**src/rtl/bitmap_allocator.sv**
```systemverilog
// bitmap_allocator: ownership bitmap for LIST_SIZE slots. It provides an
// allocate-lowest-free port, a claim-specific port, FREE_PORTS independent free
// ports, per-port error pulses and registered occupancy flags. Every request in a
// cycle is resolved against the bitmap as it stood before the clock edge, so a
// slot released this cycle only becomes available to claim/allocate next cycle.
module bitmap_allocator #(
    parameter int LIST_SIZE  = 32,
    parameter int FREE_PORTS = 2,
    parameter int LOW_WATER  = 4,
    localparam int IW = $clog2(LIST_SIZE),
    localparam int CW = $clog2(LIST_SIZE + 1)
) (
    input  logic                     CLK,
    input  logic                     RSTN,
    input  logic                     ALLOC_REQ,
    output logic                     ALLOC_GNT,
    output logic                     ALLOC_FAIL,
    output logic [IW-1:0]            ALLOC_IDX,
    input  logic                     CLAIM_EN,
    input  logic [IW-1:0]            CLAIM_IDX,
    output logic                     CLAIM_ERR,
    input  logic [FREE_PORTS-1:0]    FREE_EN,
    input  logic [FREE_PORTS*IW-1:0] FREE_IDX,
    output logic [FREE_PORTS-1:0]    FREE_ERR,
    output logic [CW-1:0]            FREE_COUNT,
    output logic                     EMPTY,
    output logic                     LOW,
    output logic                     ALL_FREE
);

    // Slot count as an index-width+1 quantity, so out-of-range indices compare
    // correctly when LIST_SIZE is not a power of two.
    localparam logic [IW:0] SLOTS_W   = (IW + 1)'(LIST_SIZE);
    localparam logic [CW:0] FULL_CNT  = (CW + 1)'(LIST_SIZE);
    localparam logic        RESET_LOW = (LIST_SIZE <= LOW_WATER);

    // True when an index addresses a real slot.
    function automatic logic idx_in_range(input logic [IW-1:0] idx);
        return ({1'b0, idx} < SLOTS_W);
    endfunction

    // Lowest set bit of the mask; the MSB of the result flags that one was found.
    function automatic logic [IW:0] lowest_set(input logic [LIST_SIZE-1:0] mask);
        logic [IW:0] hit;
        hit = {(IW + 1){1'b0}};
        for (int i = LIST_SIZE - 1; i >= 0; i--) begin
            hit = mask[i] ? {1'b1, IW'(i)} : hit;
        end
        return hit;
    endfunction

    // State and registered responses
    logic [LIST_SIZE-1:0]  list_r;
    logic [CW-1:0]         count_r;
    logic                  alloc_gnt_r;
    logic                  alloc_fail_r;
    logic [IW-1:0]         alloc_idx_r;
    logic                  claim_err_r;
    logic [FREE_PORTS-1:0] free_err_r;
    logic                  empty_r;
    logic                  low_r;
    logic                  all_free_r;

    // Per-cycle decisions
    logic                  claim_hit_s;
    logic                  claim_ok_s;
    logic                  claim_err_s;
    logic [LIST_SIZE-1:0]  search_s;
    logic [IW:0]           pick_s;
    logic                  alloc_ok_s;
    logic                  alloc_fail_s;
    logic [FREE_PORTS-1:0] free_ok_s;
    logic [FREE_PORTS-1:0] free_err_s;
    logic [LIST_SIZE-1:0]  list_next_s;
    logic [CW:0]           free_num_s;
    logic [CW:0]           count_next_s;
    logic                  empty_next_s;
    logic                  low_next_s;
    logic                  all_free_next_s;

    // Resolve the claim, then pick the lowest free slot the claim is not taking
    always_comb begin
        claim_hit_s = CLAIM_EN && idx_in_range(CLAIM_IDX);
        claim_ok_s  = claim_hit_s && !list_r[CLAIM_IDX];
        claim_err_s = CLAIM_EN && !claim_ok_s;
        search_s    = ~list_r;
        if (claim_hit_s) begin
            search_s[CLAIM_IDX] = 1'b0;
        end else begin
            search_s = ~list_r;
        end
        pick_s       = lowest_set(search_s);
        alloc_ok_s   = ALLOC_REQ && pick_s[IW];
        alloc_fail_s = ALLOC_REQ && !pick_s[IW];
    end

    // Resolve each free port; a lower-numbered enabled port on the same index wins
    always_comb begin
        logic [IW-1:0] idx_v;
        logic          dup_v;
        idx_v      = {IW{1'b0}};
        dup_v      = 1'b0;
        free_ok_s  = {FREE_PORTS{1'b0}};
        free_err_s = {FREE_PORTS{1'b0}};
        for (int p = 0; p < FREE_PORTS; p++) begin
            idx_v = FREE_IDX[p*IW +: IW];
            dup_v = 1'b0;
            for (int q = 0; q < p; q++) begin
                dup_v = dup_v | (FREE_EN[q] & (FREE_IDX[q*IW +: IW] == idx_v));
            end
            if (FREE_EN[p]) begin
                if (idx_in_range(idx_v) && list_r[idx_v] && !dup_v) begin
                    free_ok_s[p] = 1'b1;
                end else begin
                    free_err_s[p] = 1'b1;
                end
            end else begin
                free_ok_s[p] = 1'b0;
            end
        end
    end

    // Apply frees, claim and grant to the bitmap; they never touch the same bit
    always_comb begin
        list_next_s = list_r;
        free_num_s  = {(CW + 1){1'b0}};
        for (int p = 0; p < FREE_PORTS; p++) begin
            free_num_s = free_num_s + {{CW{1'b0}}, free_ok_s[p]};
            if (free_ok_s[p]) begin
                list_next_s[FREE_IDX[p*IW +: IW]] = 1'b0;
            end else begin
                list_next_s = list_next_s;
            end
        end
        if (claim_ok_s) begin
            list_next_s[CLAIM_IDX] = 1'b1;
        end else begin
            list_next_s = list_next_s;
        end
        if (alloc_ok_s) begin
            list_next_s[pick_s[IW-1:0]] = 1'b1;
        end else begin
            list_next_s = list_next_s;
        end
    end

    // Next free count, kept one bit wider so the intermediate sum cannot wrap
    always_comb begin
        count_next_s = {1'b0, count_r} + free_num_s
                       - {{CW{1'b0}}, claim_ok_s}
                       - {{CW{1'b0}}, alloc_ok_s};
        empty_next_s    = (count_next_s == {(CW + 1){1'b0}});
        all_free_next_s = (count_next_s == FULL_CNT);
        low_next_s      = (32'(count_next_s) <= 32'(LOW_WATER));
    end

    // Register bitmap, counter, flags and the single-cycle response pulses
    always_ff @(posedge CLK) begin
        if (RSTN) begin
            list_r       <= {LIST_SIZE{1'b0}};
            count_r      <= FULL_CNT[CW-1:0];
            alloc_gnt_r  <= 1'b0;
            alloc_fail_r <= 1'b0;
            alloc_idx_r  <= {IW{1'b0}};
            claim_err_r  <= 1'b0;
            free_err_r   <= {FREE_PORTS{1'b0}};
            empty_r      <= 1'b0;
            low_r        <= RESET_LOW;
            all_free_r   <= 1'b1;
        end else begin
            list_r       <= list_next_s;
            count_r      <= count_next_s[CW-1:0];
            alloc_gnt_r  <= alloc_ok_s;
            alloc_fail_r <= alloc_fail_s;
            if (alloc_ok_s) begin
                alloc_idx_r <= pick_s[IW-1:0];
            end else begin
                alloc_idx_r <= alloc_idx_r;
            end
            claim_err_r  <= claim_err_s;
            free_err_r   <= free_err_s;
            empty_r      <= empty_next_s;
            low_r        <= low_next_s;
            all_free_r   <= all_free_next_s;
        end
    end

    assign ALLOC_GNT  = alloc_gnt_r;
    assign ALLOC_FAIL = alloc_fail_r;
    assign ALLOC_IDX  = alloc_idx_r;
    assign CLAIM_ERR  = claim_err_r;
    assign FREE_ERR   = free_err_r;
    assign FREE_COUNT = count_r;
    assign EMPTY      = empty_r;
    assign LOW        = low_r;
    assign ALL_FREE   = all_free_r;

endmodule

```
**config.mk**
```make
export PLATFORM = sky130hd
export DESIGN_NAME = bitmap_allocator
export DESIGN_NICKNAME = d
export VERILOG_FILES = /design/src/rtl/bitmap_allocator.sv
export SDC_FILE = /design/constraint.sdc
export NUM_CORES = 1
export LEC_CHECK = 0
export BUFFER_PORTS_ARGS = -buffer_cell sky130_fd_sc_hd__clkbuf_2
export CAP_MARGIN = 10
export CORE_ASPECT_RATIO = 1.25
export CORE_MARGIN = 8
export CORE_UTILIZATION = 62
export CTS_BUF_LIST = sky130_fd_sc_hd__clkbuf_16
export DETAILED_ROUTE_END_ITERATION = 8
export GPL_ROUTABILITY_DRIVEN = 0
export PLACE_DENSITY = 0.84
export SYNTH_ARGS = -nofsm -noshare
export SYNTH_HDL_FRONTEND = slang
export SYNTH_SLANG_ARGS = --single-unit
export TNS_END_PERCENT = 10
```
**constraint.sdc**
```tcl
create_clock -name CLK -period 6.3 [get_ports CLK]
set_input_delay 0.63 -clock CLK [delete_from_list [all_inputs] [get_ports CLK]]
set_output_delay 0.63 -clock CLK [all_outputs]
set_load 0.03 [all_outputs]
```
== Word-level counts from Yosys, hierarchy flattened ==
Cells that the tools add are included.

* Logic and storage cells: 111
* Output and inout port bits: 19
* Bits of input ports: 21
* Register bits: 51

* Magnitude comparators: 9
* Mux-type cells: 57
* Add/sub/neg operators: 4
* Bitwise operators: 12
* Equal/unequal tests: 2
* Reductions and logical operators: 16

{| class="wikitable"
|+ Operators by type and width
! operator !! number
|-
| 6-bit 2-to-1 mux || 32
|-
| 32-bit 2-to-1 mux || 5
|-
| 32-bit inverter || 4
|-
| 32-bit AND || 3
|-
| 32-bit OR || 2
|-
| 5-bit by 6-bit < comparator with 1-bit output (second input constant) || 4
|-
| 1-bit demux with 5-bit select || 4
|-
| 5-bit by 1-bit >= comparator with 1-bit output (second input constant) || 4
|-
| 1-bit binary-select mux with 5-bit select || 3
|-
| 7-bit by 1-bit subtractor with 7-bit output || 2
|-
| 1-bit 2-to-1 mux || 13
|-
| 1-bit logical AND || 9
|-
| 6-bit by 2-bit adder with 7-bit output || 1
|-
| 7-bit by 6-bit == test with 1-bit output (second input constant) || 1
|-
| 7-bit by 3-bit less-or-equal comparator with 1-bit output (second input constant) || 1
|-
| 7-bit logical NOT || 1
|-
| 5-bit == test || 1
|-
| 1-bit logical NOT || 4
|-
| 2-bit OR reduction || 2
|-
| 1-bit by 1-bit adder with 2-bit output || 1
|-
| 1-bit inverter || 2
|-
| 1-bit AND || 1
|}

== Logic depth before layout (Yosys ltp) ==
Gate-level depths: netlist (run 1).

* Depth after elaboration: 45
* Gate-level depth with buffers: 19

== Worst setup path before layout (run 1) ==
Ideal clock, no wire load.

* Path type: input -> register
* From: in CLAIM_IDX[2]
* To: reg empty_r, in the netlist EMPTY
* Arrival time: 4,575 ps
* Path slack: 1,661 ps
* Required time: 6,236 ps
* Cell stages on the path: 17
* Buffers on the path: 2
* Path through: buf_4 nand2b_1 o41a_1 a2111oi_4 nand3_2 o21a_1 buf_2 fa_1 inv_1 fa_1 ha_1 fa_1 a21o_1 a21oi_1 xnor2_1 or2_2 nor2_1

* Longest elaborated chain between the ends: 42

{| class="wikitable"
|+ Ends and longest elaborated chain
! element !! line !! text
|-
| from (decl) || 20 || <nowiki>input logic [IW-1:0] CLAIM_IDX,</nowiki>
|-
| 5-bit by 6-bit < comparator with 1-bit output (implied by the code) / 5-bit by 1-bit >= comparator with 1-bit output (equally long branches) || 88 || <nowiki>search_s[CLAIM_IDX] = 1'b0;</nowiki>
|-
| 1-bit logical AND (implied by the code) || 88 ||
|-
| 1-bit 2-to-1 mux (implied by the code) || 88 ||
|-
| 1-bit demux with 5-bit select * || 88 ||
|-
| 32-bit inverter (no line) * || - ||
|-
| 32-bit AND (no line) * || - ||
|-
| 32-bit 2-to-1 mux * || 87 || <nowiki>if (claim_hit_s) begin</nowiki>
|-
| 6-bit 2-to-1 mux (31 in series) || 47 || <nowiki>hit = mask[i] ? {1'b1, IW'(i)} : hit;</nowiki>
|-
| 6-bit 2-to-1 mux * || 47 ||
|-
| 1-bit logical AND * || 93 || <nowiki>alloc_ok_s = ALLOC_REQ && pick_s[IW];</nowiki>
|-
| net alloc_ok_s || 70 || <nowiki>logic alloc_ok_s;</nowiki>
|-
| 7-bit by 1-bit subtractor with 7-bit output * || 151 || <nowiki>- {{CW{1'b0}}, alloc_ok_s};</nowiki>
|-
| 7-bit logical NOT * || 152 || <nowiki>empty_next_s = (count_next_s == {(CW + 1){1'b0}});</nowiki>
|-
| to (signal assigned) || 182 || <nowiki>empty_r <= empty_next_s;</nowiki>
|-
| to (decl) || 60 || <nowiki>logic empty_r;</nowiki>
|}

Mark *: on every way through the listed nets, which the timed path passes. The rest lies on a longest branch. The select of a mux whose other input is x is not followed.
A chain may end at the register's enable or synchronous reset.

== Worst setup path after layout (run 1) ==
* From: in CLAIM_IDX[4]
* To: reg empty_r, in the netlist EMPTY

* Longest elaborated chain between the ends: 42

{| class="wikitable"
|+ Ends and longest elaborated chain
! element !! line
|-
| 5-bit by 6-bit < comparator with 1-bit output (implied by the code) / 5-bit by 1-bit >= comparator with 1-bit output (equally long branches) || 88
|-
| 1-bit logical AND (implied by the code) || 88
|-
| 1-bit 2-to-1 mux (implied by the code) || 88
|-
| 1-bit demux with 5-bit select || 88
|-
| 32-bit inverter (no line) || -
|-
| 32-bit AND (no line) || -
|-
| 32-bit 2-to-1 mux || 87
|-
| 6-bit 2-to-1 mux (32 in series) || 47
|-
| 1-bit logical AND || 93
|-
| 7-bit by 1-bit subtractor with 7-bit output * || 151
|-
| 7-bit logical NOT * || 152
|}

Mark *: on every way between the ends. The rest lies on a longest branch, timed or not. The select of a mux whose other input is x is not followed.

==> reports/results.ini, run 1 <==
[cts]
cts_hold_buf=0
htreeDepth=2
cts_tree=done
clock-sinks=51
clockBufferDepth=2
insertion_delay_ns=0.29
cts_setup_buffers=0
post_cts_resize_count=0
path_clk_slew_ns=0.07
cts_buffers=5
clockRootBuffer=clkbuf_16

[synthesis]
ys_seq_elements=51
synth_ff_type=dfxtp_1
syn_area_per_cell_um2=8.74
synthCells=596
synth_area_um2=5210
synth_edf_count=0
ys_warn_count=0
synthArstFlopShare=0
syn_nets=626
seq_area_frac_synth=0.196
synthDistinctLibCells=86

[worst_setup_path]
crit_path_cell_trace=clkbuf_2, nor3b_2, a32oi_1, nor4_1, nand3_1, o21a_1, fa_1, inv_1, fa_1, ha_1, fa_1, a21o_1, a21oi_1, xnor2_1, or2_2, nor2_1
r2r_cells=15
r2r_slack_ns=1.51
crit_buf_inv=2
arrival_ns=5.44
r2r_end=EMPTY$_SDFF_PP0_
critPathCaptureType=register
slowest_stage=nor3b_2
path_max_fanout=23
critical-path-top-delay-family=simple AND/OR/NAND/NOR gates
critical_path_required_ns=6.53
startpoint_type=primary input
worst_path_most_repeated_cell=fa_1
path_class=primary input to register
cp.depth=16
cpPeakStageDelay_ns=0.61
r2r-start=list_r[8]$_SDFF_PP0_

[final_layout]
areaGrowthSynthToFinish_pct=3.75
antenna_cells=0
final_common_cell=dfxtp_1
drive_gt1_frac=0.192
regArea_um2=1020
nNetsFinal=619
nFillCells=656
multi_input_area_um2=3800
final_cell_mix=dfxtp_1 (51), clkbuf_2 (39), nand3_1 (37), nor2_1 (32), nand2_1 (31)
layout.cells.non_filler=687

[floorplan]
start_util=0.635
core-area_um2=8190
io_pins=40
die_h_um=118
rows=37
fp.dieArea_um2=11600
die_w_um=98.0

[pwr]
power.total_mw=1.09
clkPwrFrac=0.280
switchingPower_uw=399
swShare=0.366
leakagePower_nw=1.75
powerDensity_nw_per_um2=202
seq_power_share=0.348
combPwrFrac=0.371
p_int_uw=691
ir_drop_mv=0.363

[place]
dpl.hpwl_um=13400
portBuffers=39
placed_cells=678

[run_status]
status=complete, but fails checks
violations=DRC

[global_routing]
grt_max_degree=54
track_usage=0.328
grt_overflow=0
grt_pass1_wl_um=30100
grt_pass1_vias=5464
grt_antenna_before_repair=0

[timing]
worst_clock_skew_ns=0.00887
fin_crit_ns=5.21
max_freq_ghz=0.192
post-route-period-util=0.828
slew_viol_final=0
finalHoldViolCount=0
setup_viol=0
slew-limit-headroom=0.312
finalSetupTns_ns=0
rsz0062_at_grt=false
tightest_slew_ns=1.03

[drt]
vias_per_cell=8.41
wl_per_cell_um=27.8
drtPass1Iterations=9
drc=87
vias=5778
drt_wl_total_um=19100
drt_iter0_drc=1518
antenna_left=0

[worst_hold_path]
hold_depth=2
worstHoldStart=ALLOC_IDX[0]$_SDFFE_PP0N_
holdPathEnd=ALLOC_IDX[0]$_SDFFE_PP0N_
hp-class=register to register

[job]
cap_violations=0

-- cells in the mapped netlist, types with 6 or more instances --
| cell type | number | area [um^2] |
|---|---|---|
| nor2b_1 | 11 | 68.8 |
| inv_1 | 16 | 60.1 |
| buf_4 | 6 | 45.0 |
| nor3_1 | 8 | 40.0 |
| mux2_2 | 6 | 67.6 |
| nand2_1 | 31 | 116 |
| nand4_1 | 7 | 43.8 |
| a22oi_1 | 9 | 67.6 |
| a31oi_1 | 7 | 43.8 |
| a32oi_1 | 10 | 87.6 |
| and2_1 | 13 | 81.3 |
| nor3b_1 | 10 | 75.1 |
| nand3b_1 | 8 | 60.1 |
| a21oi_1 | 26 | 130 |
| dfxtp_1 | 51 | 1020 |
| a21o_1 | 19 | 143 |
| nand2b_1 | 8 | 50.1 |
| o21ai_0 | 6 | 30.0 |
| or3_1 | 11 | 68.8 |
| mux4_2 | 24 | 541 |
| clkbuf_1 | 23 | 86.3 |
| o31ai_1 | 30 | 225 |
| o32ai_1 | 6 | 52.6 |
| nor2_1 | 32 | 120 |
| o221ai_1 | 13 | 114 |
| ha_1 | 6 | 75.1 |
| buf_2 | 20 | 100 |
| and3b_1 | 7 | 61.3 |
| nand3_1 | 37 | 185 |
| buf_6 | 6 | 67.6 |
-- power groups by stage --
stage                     clock (mW)  combinational (mW)  sequential (mW)
after floorplan                    0               0.277            0.417
after global placement             0               0.381            0.384
after detailed placement           0               0.396            0.385
after CTS                      0.308               0.399            0.378
after global routing           0.320               0.438            0.383
final                          0.306               0.405            0.380
-- cells by family after synthesis --
logic type / Yosys count / synth area share
simple gates: 217 / 0.247
buf+inv: 74 / 0.0755
fa+ha+maj: 9 / 0.0260
flops: 51 / 0.196
xor+xnor: 9 / 0.0151
mux: 36 / 0.129
compound gates: 200 / 0.311
-- flip-flops by register name (all words and copies together), names as in the netlist, 2 cells and up --
name,cells
FREE_ERR,2
list_r,32
FREE_COUNT,6
ALLOC_IDX,5
-- layer usage --
| layer | track usage | routed length (um) | vias up |
|---|---|---|---|
| met5 | 0 | 0 | - |
| met4 | 0.244 | 2010 | 0 |
| met3 | 0.117 | 3020 | 200 |
| met2 | 0.479 | 7770 | 592 |
| met1 | 0.389 | 6300 | 2627 |
| li1 | - | - | 2359 |
-- area by class of cell --
type,count,share of cell area
Clock buffer,5,0.0232
Clock inverter,3,0.00788
Inverter,16,0.0111
Multi-Input combinational cell,471,0.703
Sequential cell,51,0.189
Tap cell,97,0.0225
Timing Repair Buffer,44,0.0431
-- stage by stage --
step	setup WS, ns	area (um^2)	utilization	hold WS [ns]
finish	1.09	5400	0.659	0.481
detailed placement	0.881	5230	0.638	0.465
floorplan	1.66	5210	-	0.594
CTS	1.16	5390	0.658	0.476
global placement	1.09	5230	0.638	0.462
global route	0.833	5400	0.659	0.524
-- tightest hold or removal path: stages (launching register included) --
cell,delay [ns]
dfxtp_1,0.31
nand2b_1,0.06
a21oi_1,0.06
-- worst max path at each step --
| stage | from | to | slack, ns |
|---|---|---|---|
| after floorplan | CLAIM_IDX[2] | EMPTY$_SDFF_PP0_ | 1.66 |
| after global placement | CLAIM_IDX[1] | LOW$_SDFF_PP0_ | 1.09 |
| after detailed placement | CLAIM_IDX[1] | EMPTY$_SDFF_PP0_ | 0.88 |
| after CTS | CLAIM_IDX[1] | EMPTY$_SDFF_PP0_ | 1.16 |
| after global routing | CLAIM_IDX[1] | EMPTY$_SDFF_PP0_ | 0.83 |
| final | CLAIM_IDX[4] | EMPTY$_SDFF_PP0_ | 1.09 |
No activity file was read; power rests on OpenSTA's default activity.
==> run 2, diff against run 1 <==
clock period = 5.15 ns   (was 6.3 ns; I/O delays follow)
==> run 2 against run 1 <==
Compared with the run above: the run now ends clean; clock power grew 14%; sequential cell count is the same; die area is the same; worst hold slack lost 0.012 ns; largest power group unchanged.
==> reports/results.ini, run 2 (same netlist as run 1, synthesis figures left out) <==
[run_status]
status=completed

[floorplan]
fp.dieArea_um2=11600  ; unchanged
start_util=0.635  ; unchanged
die_h_um=118  ; unchanged
io_pins=40  ; unchanged
core-area_um2=8190  ; unchanged
rows=37  ; unchanged
die_w_um=98.0  ; unchanged

[place]
placed_cells=699  ; +3.1%
portBuffers=39  ; unchanged
dpl.hpwl_um=13800  ; +3.0%

[timing]
setup_viol=0  ; unchanged
tightest_slew_ns=1.11  ; +0.0742 ns
max_freq_ghz=0.210
finalSetupTns_ns=0  ; unchanged
slew_viol_final=0  ; unchanged
finalHoldViolCount=0  ; unchanged
slew-limit-headroom=0.263  ; -0.0495
worst_clock_skew_ns=0.0110  ; +0.00212 ns
post-route-period-util=0.926
fin_crit_ns=4.77
rsz0062_at_grt=false
fin_hold_ws_ns=0.469  ; -0.0120 ns

[worst_setup_path]
startpoint_type=primary input
path_class=primary input to register
slowest_stage=and4b_1
cpPeakStageDelay_ns=0.60  ; about the same
arrival_ns=5.01  ; -0.43 ns
critical-path-top-delay-family=simple AND/OR/NAND/NOR gates
path_max_fanout=21  ; -8.7%
crit_buf_inv=2  ; unchanged
critical_path_required_ns=5.39  ; -1.14 ns
crit_path_cell_trace=clkbuf_2, and4b_1, a32oi_1, nor4_1, nand3_1, o21a_1, fa_1, inv_1, fa_1, ha_1, fa_1, a21o_1, a21oi_1, xnor2_1, or2_2, nor2_1
worst_path_most_repeated_cell=fa_1
critPathCaptureType=register

[global_routing]
grt_max_degree=54  ; unchanged
track_usage=0.345  ; +0.0170
grt_pass1_vias=5618  ; +2.8%
grt_overflow=0  ; unchanged
grt_pass1_wl_um=31500  ; +4.7%
grt_antenna_before_repair=1  ; +1

[final_layout]
nNetsFinal=639  ; +3.2%
nFillCells=648  ; -1.2%
antenna_cells=0  ; unchanged
drive_gt1_frac=0.220  ; +0.0281
final_cell_mix=dfxtp_1 (51), clkbuf_2 (39), nand3_1 (37), nor2_1 (32), nand2_1 (31)
areaGrowthSynthToFinish_pct=6.34
regMostFlops=list_r
layout.cells.non_filler=707  ; +2.9%
largest_reg_flops=32  ; unchanged
final_common_cell=dfxtp_1

[drt]
drtPass1Iterations=9  ; unchanged
antenna_left=0  ; unchanged
vias_per_cell=8.23  ; -2.1%
vias=5822  ; +0.76%
drc=0  ; -100%
drt_wl_total_um=20000  ; +4.5%
drt_iter0_drc=1350  ; -11%
wl_per_cell_um=28.2  ; +1.6%

[cts]
path_clk_slew_ns=0.08  ; about the same
cts_tree=done
post_cts_resize_count=0  ; unchanged
htreeDepth=2  ; unchanged
cts_setup_buffers=0  ; unchanged
clockBufferDepth=2  ; unchanged
cts_hold_buf=0  ; unchanged
clockRootBuffer=clkbuf_16
cts_buffers=5  ; unchanged
clock-sinks=51  ; unchanged
insertion_delay_ns=0.30  ; about the same

[pwr]
powerDensity_nw_per_um2=239  ; +18%
ir_drop_mv=0.363  ; about the same
leakagePower_nw=1.85  ; +5.4%

[worst_hold_path]
hp-class=primary input to register

[job]
cap_violations=0  ; unchanged

run 2: changes by cell type in the layout (fill, tap and decap cells not counted), sizes merged:
| cell | delta |
|---|---|
| buf | +20 |
| bufinv | -1 |
| clkinvlp | +1 |
run 2: final timing paths:
kind                             start                   endpoint  slack [ns]  depth (start not counted)
max                       CLAIM_IDX[3]             LOW$_SDFF_PP0_        0.38                         16
min                          ALLOC_REQ  ALLOC_IDX[3]$_SDFFE_PP0N_        0.47                          2
max reg2reg      list_r[19]$_SDFF_PP0_             LOW$_SDFF_PP0_        0.66                         15
min reg2reg  ALLOC_IDX[0]$_SDFFE_PP0N_  ALLOC_IDX[0]$_SDFFE_PP0N_        0.48                          2
run 2: power breakdown:
| part | leakage (nW) | switching [mW] | internal (mW) |
|---|---|---|---|
| sequential | 0.415 | 0.0345 | 0.428 |
| clock | 0.0719 | 0.165 | 0.185 |
| combinational | 1.36 | 0.316 | 0.195 |
run 2: layer usage:
metal	vias up	global-route usage	share of wire
met5	-	0	0.00065
met4	2	0.245	0.10
met3	214	0.136	0.15
met2	573	0.515	0.41
met1	2639	0.396	0.33
li1	2394	-	-
run 2: worst reg2reg max path: cells and delay by family (launching register included):
family / cells / cell delay [ns]
buffers and inverters: 1 / 0.06
multiplexers: 1 / 0.24
XOR/XNOR: 1 / 0.10
AO/OA/AOI/OAI: 4 / 0.77
AND/OR/NAND/NOR: 4 / 1.18
adder cells (fa/ha/maj): 4 / 1.52
flip-flops: 1 / 0.57
run 2: layout make-up:
cell class / instances / area (um^2) / share of cell area
inverters: 16 / 60.1 / 0.0108
flip-flops and latches: 51 / 1020 / 0.184
well taps: 97 / 121 / 0.0219
multi-input cells: 471 / 3800 / 0.686
repair buffers: 64 / 383 / 0.0692
clock inverters: 3 / 27.5 / 0.00497
clock buffers: 5 / 125 / 0.0226
run 2: metrics by stage:
stage                      util  total power, mW  area, um^2  worst slack [ns]
after detailed placement  0.657            0.968        5380             0.111
after global placement    0.657            0.948        5380             0.330
after CTS                 0.676             1.31        5540             0.427
final                     0.676             1.32        5540             0.379
after floorplan               -            0.848        5210             0.626
after global routing      0.676             1.38        5540             0.145
==> run 3, diff against run 2 <==
CORE_MARGIN = 3   (was 8)
PLACE_DENSITY = 0.8   (was 0.84)
==> run 3 against run 2 <==
Compared with the run above: design area is 0.75% higher; setup slack better by 0.12 ns; worst hold slack better by 0.012 ns; the run now ends with DRC left; via count is 1.9% lower; utilization is 2.4 points higher; die area is 18% lower; sequential cell count stayed put; highest routed layer is now met4; clock-buffer cell count stayed put; power is 0.65% lower; largest cell class unchanged; non-clock buffer count is 4 higher; critical path depth is 1 higher.
==> reports/results.ini, run 3 (same netlist as run 1, synthesis figures left out) <==
[run_status]
status=complete, but fails checks
violations=DRC

[global_routing]
track_usage=0.390  ; +0.0451
grt_antenna_before_repair=0  ; -1
grt_max_degree=54  ; unchanged
grt_pass1_wl_um=28500  ; -9.5%
top_usage_layer=met2
met1_usage=0.491  ; +0.0949
use_met3=0.0907  ; -0.0455
grt_overflow=0  ; unchanged
grtUsageMet2=0.596  ; +0.0813
grt_pass1_vias=5159  ; -8.2%

[worst_setup_path]
startpoint_type=primary input
critical_path_required_ns=5.39  ; about the same
worst_path_most_repeated_cell=fa_1
r2r-start=list_r[8]$_SDFF_PP0_
critPathLaunch=CLAIM_IDX[0]
r2r_end=EMPTY$_SDFF_PP0_
r2r_slack_ns=0.79  ; +0.13 ns
arrival_ns=4.89  ; -0.12 ns
path_class=primary input to register
cp-endpoint=EMPTY$_SDFF_PP0_
critPathCaptureType=register
path_max_fanout=20  ; -4.8%
r2r_cells=15  ; unchanged
slowest_stage=o31ai_1
cpPeakStageDelay_ns=0.54  ; -0.06 ns
crit_path_cell_trace=clkbuf_2, buf_12, mux2i_1, o31ai_1, and2_1, nand3_1, o21a_1, fa_1, inv_1, fa_1, ha_1, fa_1, a21o_1, a21oi_1, xnor2_1, or2_2, nor2_1

[pwr]
powerDensity_nw_per_um2=236  ; -1.4%
power.total_mw=1.31  ; -0.65%
leakagePower_nw=1.88  ; +1.7%
ir_drop_mv=0.318  ; -12%

[job]
cap_violations=0  ; unchanged

[drt]
drt_wl_total_um=18100  ; -9.2%
drt_iter0_drc=1284  ; -4.9%
vias_per_cell=8.06  ; -2.2%
antenna_left=0  ; unchanged
vias=5711  ; -1.9%
wl_per_cell_um=25.6  ; -9.5%
drc=27  ; +27
drtPass1Iterations=9  ; unchanged

[place]
pre_cts_slack_ns=0.235  ; +0.124 ns
dpl.hpwl_um=13300  ; -3.4%
portBuffers=39  ; unchanged

[final_layout]
regArea_um2=1020  ; unchanged
areaGrowthSynthToFinish_pct=7.14
drive_gt1_frac=0.225  ; +0.00508
largest_reg_flops=32  ; unchanged
utilization=0.700  ; +0.0239
antenna_cells=0  ; unchanged
nFillCells=622  ; -4.0%
final_cell_mix=dfxtp_1 (51), clkbuf_2 (39), nand3_1 (37), nor2_1 (32), nand2_1 (31)
final_common_cell=dfxtp_1
multi_input_area_um2=3800  ; unchanged
regMostFlops=list_r
nNetsFinal=643  ; +0.63%

[cts]
cts_setup_buffers=0  ; unchanged
path_clk_slew_ns=0.07  ; about the same
htreeDepth=2  ; unchanged
post_cts_resize_count=0  ; unchanged
cts_tree=done
clockRootBuffer=clkbuf_16
clock-sinks=51  ; unchanged
clockBufferDepth=2  ; unchanged
cts_hold_buf=0  ; unchanged
cts_buffers=5  ; unchanged
insertion_delay_ns=0.29  ; about the same

[timing]
slew_viol_final=0  ; unchanged
worst_clock_skew_ns=0.00542  ; -0.00558 ns
post-route-period-util=0.903  ; -0.0232
setup_viol=0  ; unchanged
setup_ws_ns=0.499  ; +0.120 ns
slew-limit-headroom=0.286  ; +0.0232
max_freq_ghz=0.215  ; +2.6%
tightest_slew_ns=1.07  ; -0.0358 ns
fin_crit_ns=4.65  ; -0.120 ns
finalHoldViolCount=0  ; unchanged
rsz0062_at_grt=false
finalSetupTns_ns=0  ; unchanged

[floorplan]
io_pins=40  ; unchanged
fp.dieArea_um2=9540  ; -18%
die_w_um=88.0  ; -10%
rows=36  ; -2.7%
start_util=0.653  ; +0.0176
die_h_um=108  ; -8.4%
core-area_um2=7970  ; -2.7%

[worst_hold_path]
hp-class=primary input to register

==> run 3: layer usage <==
metal / wire, um / share of wire
met1: 6260 / 0.35
met2: 7960 / 0.44
met3: 2240 / 0.12
met4: 1670 / 0.092
met5: 0 / 0
==> run 3: through the flow <==
| step | hold slack (ns) | instance area, um^2 | std cells |
|---|---|---|---|
| 3_5_place_dp | 0.474 | 5420 | 701 |
| 5_1_grt | 0.510 | 5580 | 709 |
| 4_1_cts | 0.482 | 5580 | 709 |
| 3_3_place_gp | 0.461 | 5420 | 701 |
| 6_report | 0.482 | 5580 | 709 |
| 2_1_floorplan | 0.594 | 5210 | 596 |
==> run 3: critical path: cells and delay by family <==
family	cells	cell delay, ns
AO/OA/AOI/OAI	4	1.16
XOR/XNOR	1	0.09
adder cells (fa/ha/maj)	4	1.52
buffers and inverters	3	0.73
multiplexers	1	0.09
AND/OR/NAND/NOR	4	0.77
==> run 3: report_power, final <==
| part | switching [mW] | leakage (nW) | internal, mW |
|---|---|---|---|
| Combinational | 0.314 | 1.39 | 0.196 |
| Clock | 0.159 | 0.0759 | 0.185 |
| Sequential | 0.0321 | 0.415 | 0.428 |
==> run 3: worst min path at each step <==
stage	end	cells after the start	slack, ns	startpoint
2_1_floorplan	list_r[5]$_SDFF_PP0_	2	0.59	list_r[5]$_SDFF_PP0_
5_1_grt	ALLOC_IDX[0]$_SDFFE_PP0N_	2	0.51	ALLOC_IDX[0]$_SDFFE_PP0N_
6_report	ALLOC_IDX[3]$_SDFFE_PP0N_	2	0.48	ALLOC_REQ
3_3_place_gp	ALLOC_IDX[2]$_SDFFE_PP0N_	2	0.46	ALLOC_IDX[2]$_SDFFE_PP0N_
3_5_place_dp	ALLOC_IDX[0]$_SDFFE_PP0N_	2	0.47	ALLOC_IDX[0]$_SDFFE_PP0N_
4_1_cts	ALLOC_IDX[3]$_SDFFE_PP0N_	2	0.48	ALLOC_REQ
==> run 3: layout make-up <==
cell class | instances | area share
multi-input cells | 471 | 0.681
repair buffers | 68 | 0.0763
well taps | 95 | 0.0213
flip-flops and latches | 51 | 0.183
clock buffers | 5 | 0.0224
clock inverters | 3 | 0.00516
inverters | 16 | 0.0108
